**config.mk**
```make
export PLATFORM = sky130hd
export DESIGN_NAME = bce_param_accum_flat
export DESIGN_NICKNAME = d
export VERILOG_FILES = /design/src/rtl/bce_param_accum_if.sv /design/src/rtl/bce_param_accum.sv /design/src/flat_wrapper.sv
export SDC_FILE = /design/constraint.sdc
export NUM_CORES = 1
export LEC_CHECK = 0
export CAP_MARGIN = 0
export CORE_ASPECT_RATIO = 0.75
export CORE_MARGIN = 3
export CORE_UTILIZATION = 45
export CTS_CLUSTER_SIZE = 40
export DETAILED_ROUTE_END_ITERATION = 8
export GPL_TIMING_DRIVEN = 0
export PLACE_DENSITY = 0.66
export SLEW_MARGIN = 20
export SYNTH_ARGS = -nofsm -noshare
export SYNTH_HDL_FRONTEND = slang
export SYNTH_SLANG_ARGS = --single-unit
```
**constraint.sdc**
```tcl
create_clock -name clk -period 12.1 [get_ports clk]
set_clock_uncertainty 0.1 [all_clocks]
set_input_delay 1.815 -clock clk [delete_from_list [all_inputs] [get_ports clk]]
set_output_delay 1.815 -clock clk [all_outputs]
set_load 0.05 [all_outputs]
```
**src/rtl/bce_param_accum_if.sv**
```systemverilog
// Beat/result bus of the bit-column engine: sign load, column beats in, group sums out.
interface bce_param_accum_if #(
  parameter int LANES   = 8,
  parameter int ACT_W   = 8,
  parameter int SHIFT_W = 3,
  parameter int ACC_W   = 24
);
  logic                     clr;
  logic                     sign_valid;
  logic [LANES-1:0]         sign_bits;
  logic                     in_valid;
  logic                     in_ready;
  logic [LANES*ACT_W-1:0]   in_act;
  logic [LANES-1:0]         in_wcol;
  logic [SHIFT_W-1:0]       in_shift;
  logic                     in_last;
  logic                     out_valid;
  logic                     out_ready;
  logic [ACC_W-1:0]         out_result;
  logic                     out_sat;
  logic                     busy;

  modport master (
    output clr, sign_valid, sign_bits, in_valid, in_act, in_wcol, in_shift, in_last, out_ready,
    input  in_ready, out_valid, out_result, out_sat, busy
  );

  modport slave (
    input  clr, sign_valid, sign_bits, in_valid, in_act, in_wcol, in_shift, in_last, out_ready,
    output in_ready, out_valid, out_result, out_sat, busy
  );
endinterface

```
**src/rtl/bce_param_accum.sv**
```systemverilog
// Bit-column engine: signed per-lane select of activations, adder tree, shift by
// bit significance, saturating accumulation over a group of beats.
module bce_param_accum #(
  parameter int LANES      = 8,
  parameter int ACT_W      = 8,
  parameter int SIGNED_ACT = 1,
  parameter int SHIFT_W    = 3,
  parameter int ACC_W      = 24
) (
  input  logic             clk,
  input  logic             rst,
  bce_param_accum_if.slave bus
);
  localparam int STAGES = 2;
  localparam int LG     = $clog2(LANES);
  localparam int TREE_W = ACT_W + 1 + LG;
  localparam int TERM_W = TREE_W + (1 << SHIFT_W) - 1;
  // Sum is wide enough that neither the shifted term nor acc+term can wrap before clamping.
  localparam int SUM_W  = ((ACC_W > TERM_W) ? ACC_W : TERM_W) + 1;

  localparam logic signed [ACC_W-1:0] ACC_MAX = {1'b0, {(ACC_W-1){1'b1}}};
  localparam logic signed [ACC_W-1:0] ACC_MIN = {1'b1, {(ACC_W-1){1'b0}}};

  typedef struct packed {
    logic [LANES-1:0][ACT_W-1:0] act;
    logic [LANES-1:0]            wcol;
    logic [LANES-1:0]            sign;
    logic [SHIFT_W-1:0]          shift;
    logic                        last;
  } s1_t;

  typedef struct packed {
    logic [TERM_W-1:0] term;
    logic              last;
  } s2_t;

  logic [LANES-1:0]          sign_q;
  logic [LANES-1:0]          sign_eff;
  s1_t                       s1_q, s1_d;
  s2_t                       s2_q, s2_d;
  logic [STAGES:1]           vld_q;
  logic [STAGES:0]           vld_pipe;
  logic                      in_ready;
  logic                      accept;
  logic [LANES-1:0][ACT_W:0] prod;
  logic signed [TREE_W-1:0]  tree;
  logic signed [TERM_W-1:0]  term;
  logic signed [SUM_W-1:0]   sum;
  logic signed [ACC_W-1:0]   acc_q, acc_d;
  logic signed [ACC_W-1:0]   res_q;
  logic                      sat_hit;
  logic                      sat_q;
  logic                      osat_q;
  logic                      ov_q;

  // One bubble per group: a last beat in flight blocks intake until its result is taken.
  assign in_ready = !ov_q && !(vld_q[1] && s1_q.last) && !(vld_q[2] && s2_q.last);
  assign accept   = bus.in_valid && in_ready;
  assign vld_pipe = {vld_q, accept};
  assign sign_eff = bus.sign_valid ? bus.sign_bits : sign_q;

  always_comb begin
    s1_d       = '0;
    s1_d.act   = bus.in_act;
    s1_d.wcol  = bus.in_wcol;
    s1_d.sign  = sign_eff;
    s1_d.shift = bus.in_shift;
    s1_d.last  = bus.in_last;
  end

  // Products are ACT_W+1 bits so negating the most negative activation stays exact.
  for (genvar g = 0; g < LANES; g++) begin : g_lane
    logic signed [ACT_W:0] ext;
    assign ext     = $signed({(SIGNED_ACT != 0) & s1_q.act[g][ACT_W-1], s1_q.act[g]});
    assign prod[g] = !s1_q.wcol[g] ? '0 : (s1_q.sign[g] ? -ext : ext);
  end

  always_comb begin
    tree = '0;
    for (int i = 0; i < LANES; i++) tree = tree + TREE_W'($signed(prod[i]));
  end

  assign term = TERM_W'(tree) <<< s1_q.shift;

  always_comb begin
    s2_d      = '0;
    s2_d.term = term;
    s2_d.last = s1_q.last;
  end

  always_comb begin
    sum     = SUM_W'(acc_q) + SUM_W'($signed(s2_q.term));
    acc_d   = ACC_W'(sum);
    sat_hit = 1'b0;
    if (sum > SUM_W'(ACC_MAX)) begin
      acc_d   = ACC_MAX;
      sat_hit = 1'b1;
    end else if (sum < SUM_W'(ACC_MIN)) begin
      acc_d   = ACC_MIN;
      sat_hit = 1'b1;
    end
  end

  always_ff @(posedge clk or posedge rst) begin
    if (rst) begin
      sign_q <= '0;
      s1_q   <= '0;
      s2_q   <= '0;
      vld_q  <= '0;
      acc_q  <= '0;
      sat_q  <= 1'b0;
      res_q  <= '0;
      osat_q <= 1'b0;
      ov_q   <= 1'b0;
    end else begin
      if (bus.sign_valid) sign_q <= bus.sign_bits;
      if (accept)         s1_q   <= s1_d;
      if (vld_pipe[1])    s2_q   <= s2_d;
      if (bus.clr) begin
        vld_q <= '0;
        acc_q <= '0;
        sat_q <= 1'b0;
        ov_q  <= 1'b0;
      end else begin
        vld_q <= vld_pipe[STAGES-1:0];
        if (ov_q && bus.out_ready) ov_q <= 1'b0;
        if (vld_pipe[STAGES]) begin
          if (s2_q.last) begin
            res_q  <= acc_d;
            osat_q <= sat_q | sat_hit;
            ov_q   <= 1'b1;
            acc_q  <= '0;
            sat_q  <= 1'b0;
          end else begin
            acc_q  <= acc_d;
            sat_q  <= sat_q | sat_hit;
          end
        end
      end
    end
  end

  assign bus.in_ready   = in_ready;
  assign bus.out_valid  = ov_q;
  assign bus.out_result = res_q;
  assign bus.out_sat    = osat_q;
  assign bus.busy       = (|vld_q) || (acc_q != '0) || sat_q;
endmodule

```
**src/flat_wrapper.sv**
```systemverilog
// flat-port wrapper written by rule: the top's interface ports become plain ports
module bce_param_accum_flat 
#(
  parameter int LANES      = 8,
  parameter int ACT_W      = 8,
  parameter int SIGNED_ACT = 1,
  parameter int SHIFT_W    = 3,
  parameter int ACC_W      = 24
)
  (clk, rst, bus_clr, bus_sign_valid, bus_sign_bits, bus_in_valid, bus_in_act, bus_in_wcol, bus_in_shift, bus_in_last, bus_out_ready, bus_in_ready, bus_out_valid, bus_out_result, bus_out_sat, bus_busy);
  bce_param_accum_if #(.LANES(LANES), .ACT_W(ACT_W), .SHIFT_W(SHIFT_W), .ACC_W(ACC_W)) bus_i ();
  input  logic clk;
  input  logic rst;
  input wire logic [$bits(bus_i.clr)-1:0] bus_clr;
  input wire logic [$bits(bus_i.sign_valid)-1:0] bus_sign_valid;
  input wire logic [$bits(bus_i.sign_bits)-1:0] bus_sign_bits;
  input wire logic [$bits(bus_i.in_valid)-1:0] bus_in_valid;
  input wire logic [$bits(bus_i.in_act)-1:0] bus_in_act;
  input wire logic [$bits(bus_i.in_wcol)-1:0] bus_in_wcol;
  input wire logic [$bits(bus_i.in_shift)-1:0] bus_in_shift;
  input wire logic [$bits(bus_i.in_last)-1:0] bus_in_last;
  input wire logic [$bits(bus_i.out_ready)-1:0] bus_out_ready;
  output wire logic [$bits(bus_i.in_ready)-1:0] bus_in_ready;
  output wire logic [$bits(bus_i.out_valid)-1:0] bus_out_valid;
  output wire logic [$bits(bus_i.out_result)-1:0] bus_out_result;
  output wire logic [$bits(bus_i.out_sat)-1:0] bus_out_sat;
  output wire logic [$bits(bus_i.busy)-1:0] bus_busy;
  assign bus_i.clr = bus_clr;
  assign bus_i.sign_valid = bus_sign_valid;
  assign bus_i.sign_bits = bus_sign_bits;
  assign bus_i.in_valid = bus_in_valid;
  assign bus_i.in_act = bus_in_act;
  assign bus_i.in_wcol = bus_in_wcol;
  assign bus_i.in_shift = bus_in_shift;
  assign bus_i.in_last = bus_in_last;
  assign bus_i.out_ready = bus_out_ready;
  assign bus_in_ready = bus_i.in_ready;
  assign bus_out_valid = bus_i.out_valid;
  assign bus_out_result = bus_i.out_result;
  assign bus_out_sat = bus_i.out_sat;
  assign bus_busy = bus_i.busy;
  bce_param_accum #(.LANES(LANES), .ACT_W(ACT_W), .SIGNED_ACT(SIGNED_ACT), .SHIFT_W(SHIFT_W), .ACC_W(ACC_W)) u_core (.clk(clk), .rst(rst), .bus(bus_i));
endmodule
```
# Word level (Yosys, flattened, before mapping)
# Index checks and enable logic that the tools add are counted.
# op_classes
bitwise	2
n_reduce_logical	15
mux	32
order_cmp	2
add_sub_neg	16
shifts	1
# ops
cell	count
$mux W9	16
$mux W24	5
$neg A9 Y9	8
$add A12 B9 Y12	5
$add A24 B19 Y25	1
$gt A25 B24 Y1 const B	1
$lt A25 B24 Y1 const B	1
$reduce_bool A24 Y1	1
$sshl A12 B3 Y19	1
$add A10 B9 Y11	1
$add A9 B9 Y10	1
$mux W1	9
$mux W8	1
$logic_and A1 B1 Y1	6
$logic_not A1 Y1	3
$reduce_and A3 Y1	1
$logic_or A1 B1 Y1	2
$mux W2	1
$reduce_bool A2 Y1	1
$reduce_or A2 Y1	1
$not A1 Y1	1
$or A1 B1 Y1	1
# totals
inputBits	90
ff_bits	165
out_inout_bits	28

# Logic depth before layout (Yosys ltp)
# depth
ltp_word	11
ltp_mapped	29
depth_no_buf	29

# Worst setup path after synthesis
# No wires, ideal clock.
# synth_path
path_type	flip-flop to flip-flop
start	reg u_core.s1_q (netlist bit u_core.g_lane[0].ext[0])
end	reg u_core.s2_q[15] (netlist name)
synth_period_minus_slack_ns	6.103
required_ns	11.910
path_stages_with_launch	26
slack_ns	5.997
arrival_time_ns	5.913
cell_sequence	dfrtp_1 -> inv_1 -> ha_1 -> nand2_1 -> o21ai_0 -> nand2_1 -> fa_1 -> inv_1 -> ha_1 -> fa_1 -> inv_1 -> fa_1 -> inv_1 -> fa_1 -> fa_1 -> ha_1 -> fa_1 -> a21o_1 -> a21oi_1 -> o21bai_1 -> a211oi_1 -> o21bai_1 -> xor2_1 -> mux2i_1 -> mux2_2 -> o221ai_1
# synth_between
elab_chain_len	11
# synth_lines
item	line	source
start, declared	bce_param_accum.sv:39	s1_t s1_q, s1_d;
start signal, assigned	bce_param_accum.sv:107	s1_q <= '0;
start signal, assigned	bce_param_accum.sv:117	if (accept) s1_q <= s1_d;
$neg A9 Y9	bce_param_accum.sv:75	assign prod[g] = !s1_q.wcol[g] ? '0 : (s1_q.sign[g] ? -ext : ext);
$mux W9 * (2 in a row)	bce_param_accum.sv:75	
$add A9 B9 Y10 *	bce_param_accum.sv:80	for (int i = 0; i < LANES; i++) tree = tree + TREE_W'($signed(prod[i]));
$add A10 B9 Y11 *	bce_param_accum.sv:80	
$add A12 B9 Y12 * (5 in a row)	bce_param_accum.sv:80	
$sshl A12 B3 Y19 *	bce_param_accum.sv:83	assign term = TERM_W'(tree) <<< s1_q.shift;
end signal, assigned	bce_param_accum.sv:108	s2_q <= '0;
end signal, assigned	bce_param_accum.sv:118	if (vld_pipe[1]) s2_q <= s2_d;
end, declared	bce_param_accum.sv:40	s2_t s2_q, s2_d;
# Every way passes the cells marked *; elsewhere a longest branch is shown, timed or not.
# A chain may end at the register's enable or synchronous reset.

# Worst setup path in the final report
# layout_path
start	reg u_core.s1_q (netlist bit u_core.g_lane[2].ext[0])
end	reg u_core.s2_q[15] (netlist name)
# layout_between
elab_chain_len	10
# layout_lines
item	line
$neg A9 Y9	bce_param_accum.sv:75
$mux W9 * (2 in a row)	bce_param_accum.sv:75
$add A10 B9 Y11 *	bce_param_accum.sv:80
$add A12 B9 Y12 * (5 in a row)	bce_param_accum.sv:80
$sshl A12 B3 Y19 *	bce_param_accum.sv:83
# Marks and branches as above.

==> results.json <==
{
  "area_growth_pct": 18.9,
  "hp-start": "u_core.bus.out_result[18]$_DFFE_PP0P_",
  "reg2reg_to": "u_core.s2_q[15]$_DFFE_PP0P_",
  "clock_latency_ns": 0.44,
  "core_sq_um": 25100,
  "cts_buffers": 17,
  "synth_ff_type": "dfrtp_1",
  "worstRegToRegCells": 26,
  "ant_nets": 0,
  "final_common_cell": "nand2_1",
  "syn_area_sq_um": 11600,
  "h-tree-depth": 4,
  "synthArstFlopShare": 1.00,
  "antenna_found_initial": 0,
  "cts_resized": 0,
  "fp-row-count": 50,
  "grt_remaining_overflow": 0,
  "ios": 118,
  "status": "finished clean",
  "grt_max_degree": 103,
  "path_delay_family": "adder cells",
  "seqCellArea_sq_um": 4130,
  "worst_setup_path_start_kind": "flip-flop",
  "finalInstanceArea_sq_um": 13800,
  "initial_core_util": 0.462,
  "r2r_slack_ns": 5.29,
  "clockBufferDepth": 2,
  "synth_nets": 1392,
  "critPathArrivalTime_ns": 7.06,
  "firstDrtPassIters": 5,
  "synth_edf_count": 0,
  "vias": 8811,
  "final.setup.tns_ns": 0,
  "postCtsHoldBufs": 0,
  "hpwl_um": 21500,
  "portBuffers": 116,
  "synthCells": 1199,
  "die-area_sq_um": 27800,
  "nNetsFinal": 1528,
  "worstMarginPinSlew_ns": 0.917,
  "cp-end-kind": "flip-flop",
  "dp_slack_ns": 5.38,
  "maxSlewHeadroom": 0.389,
  "fmax_ghz": 0.147,
  "critPathBufInv": 4,
  "dieHeight_um": 145,
  "critical-path-slowest-cell": "fa_1",
  "cts_tree": "done",
  "hp-class": "reg2reg",
  "vias_per_cell": 5.24,
  "hold_viol": 0,
  "wl_um": 27300,
  "ys_types": 77,
  "cts-root-buf": "clkbuf_16",
  "diodes": 0,
  "setup_viol": 0,
  "drcViolationCount": 0,
  "wire_per_inst_um": 16.2,
  "fin_crit_ns": 6.81,
  "grt_first_pass_wirelength_um": 45100,
  "holdWs_ns": 0.377,
  "place.gp.congestion": 0.930,
  "maxCapViolCount": 0,
  "cp_max_fo": 4,
  "worstPathRequired_ns": 12.35,
  "cts.clk_slew.worst_paths_ns": 0.06,
  "fillers": 2296,
  "syn_area_per_cell_sq_um": 9.69,
  "yosysWarnings": 0,
  "grtUsageTotal": 0.203,
  "dpl_cell_area_sq_um": 13200,
  "hold_end": "u_core.bus.out_result[18]$_DFFE_PP0P_",
  "die_x_um": 192,
  "critPathKind": "reg2reg",
  "layout-drive-gt1-share": 0.134,
  "multi_input_area_sq_um": 6880,
  "ys_seq_area_frac": 0.356,
  "worst_slack_ns": 5.29,
  "path_common_cell": "fa_1",
  "rsz0062_at_grt": "false",
  "synth_seq_cells": 165,
  "maxSlewViolCount": 0,
  "worstReg2RegStart": "u_core.g_lane[2].ext[0]$_DFFE_PP0P_",
  "dr.first_iter.drc_count": 457,
  "grt_pass1_vias": 8767,
  "mostFrequentLayoutCells": "179 x nand2_1, 165 x dfrtp_1, 116 x clkdlybuf4s50_1",
  "cts.sinks": 165,
  "max_stage_delay_ns": 0.55,
  "fin_crit_sh": 0.563,
  "min_path_cells": 2,
  "post_cts_buffers": 0
}
[worst min-delay path: stages, from the launching register on]
cell and delay [ns]:
dfrtp_1 0.34, nand2_1 0.05, o21ai_1 0.06
[synthesized netlist by cell type, types with 11 or more instances]
library cell / number / area [sq um]
a21o_1: 17 / 128
a21oi_1: 47 / 235
a21oi_2: 22 / 193
clkbuf_1: 43 / 161
dfrtp_1: 165 / 4130
fa_1: 52 / 1040
ha_1: 51 / 638
inv_1: 100 / 375
mux2_2: 98 / 1100
nand2_1: 179 / 672
nand2b_1: 18 / 113
nor2_1: 46 / 173
nor2b_1: 12 / 75.1
nor3_1: 12 / 60.1
o211ai_1: 11 / 82.6
o21ai_0: 43 / 215
o21ai_1: 45 / 225
o31ai_1: 18 / 135
xnor2_1: 74 / 648
xor2_1: 12 / 105
[area by class of cell]
type	count	share of cell area
inverter	101	0.0280
clock inverter	8	0.00743
timing repair buffer	117	0.0861
buffer	51	0.0165
clock buffer	21	0.0341
sequential	165	0.299
tap	338	0.0306
multi-input combinational	882	0.498
[registers in the layout, summed over array words and instances (netlist names), 2 cells and up]
signal and cells:
u_core.sign_q 8, u_core.acc_q 24, u_core.vld_q 2, u_core.g_lane.ext 64
u_core.s1_q 20, u_core.bus.out_result 24, u_core.s2_q 20
[kinds of logic (layout without fill, tap and decap cells)]
| logic type | after synthesis | in the layout | synth area share |
|---|---|---|---|
| AOI/OAI and AO/OA | 263 | 263 | 0.151 |
| xor gates and xnor gates | 87 | 87 | 0.0663 |
| adders and majority gates | 104 | 104 | 0.146 |
| buffers and inverters | 152 | 298 | 0.0523 |
| DFF | 165 | 165 | 0.356 |
| muxes | 106 | 106 | 0.102 |
| and+or+nand+nor | 322 | 322 | 0.128 |
[stage by stage]
| step | utilization | instances |
|---|---|---|
| after global placement | 0.525 | 1653 |
| final | 0.549 | 1683 |
| after floorplan | - | 1199 |
| after CTS | 0.549 | 1683 |
| after detailed placement | 0.526 | 1654 |
| after global routing | 0.549 | 1683 |
[metal layers]
| metal | GRT usage | up-vias | wire length, um |
|---|---|---|---|
| li1 | - | 4354 | - |
| met1 | 0.290 | 4249 | 13200 |
| met2 | 0.317 | 180 | 12400 |
| met3 | 0.0353 | 28 | 1110 |
| met4 | 0.0598 | 0 | 570 |
| met5 | 0 | - | 0 |
[worst max-delay path by stage]
| stage | endpoint | slack [ns] | from | cells past startpoint |
|---|---|---|---|---|
| floorplan | u_core.acc_q[0]$_DFFE_PP0P_ | 5.72 | rst | 1 |
| global placement | u_core.g_lane[6].ext[3]$_DFFE_PP0P_ | 3.41 | rst | 2 |
| detailed placement | u_core.s2_q[15]$_DFFE_PP0P_ | 5.38 | u_core.g_lane[2].ext[0]$_DFFE_PP0P_ | 26 |
| CTS | u_core.s2_q[15]$_DFFE_PP0P_ | 5.29 | u_core.g_lane[1].ext[0]$_DFFE_PP0P_ | 28 |
| global route | u_core.s2_q[13]$_DFFE_PP0P_ | 4.71 | u_core.g_lane[2].ext[0]$_DFFE_PP0P_ | 28 |
| finish | u_core.s2_q[15]$_DFFE_PP0P_ | 5.29 | u_core.g_lane[2].ext[0]$_DFFE_PP0P_ | 26 |
Power is left out: the tool's default activity adds up to more than one toggle a clock period on the data nets, which glitch-free logic cannot reach.
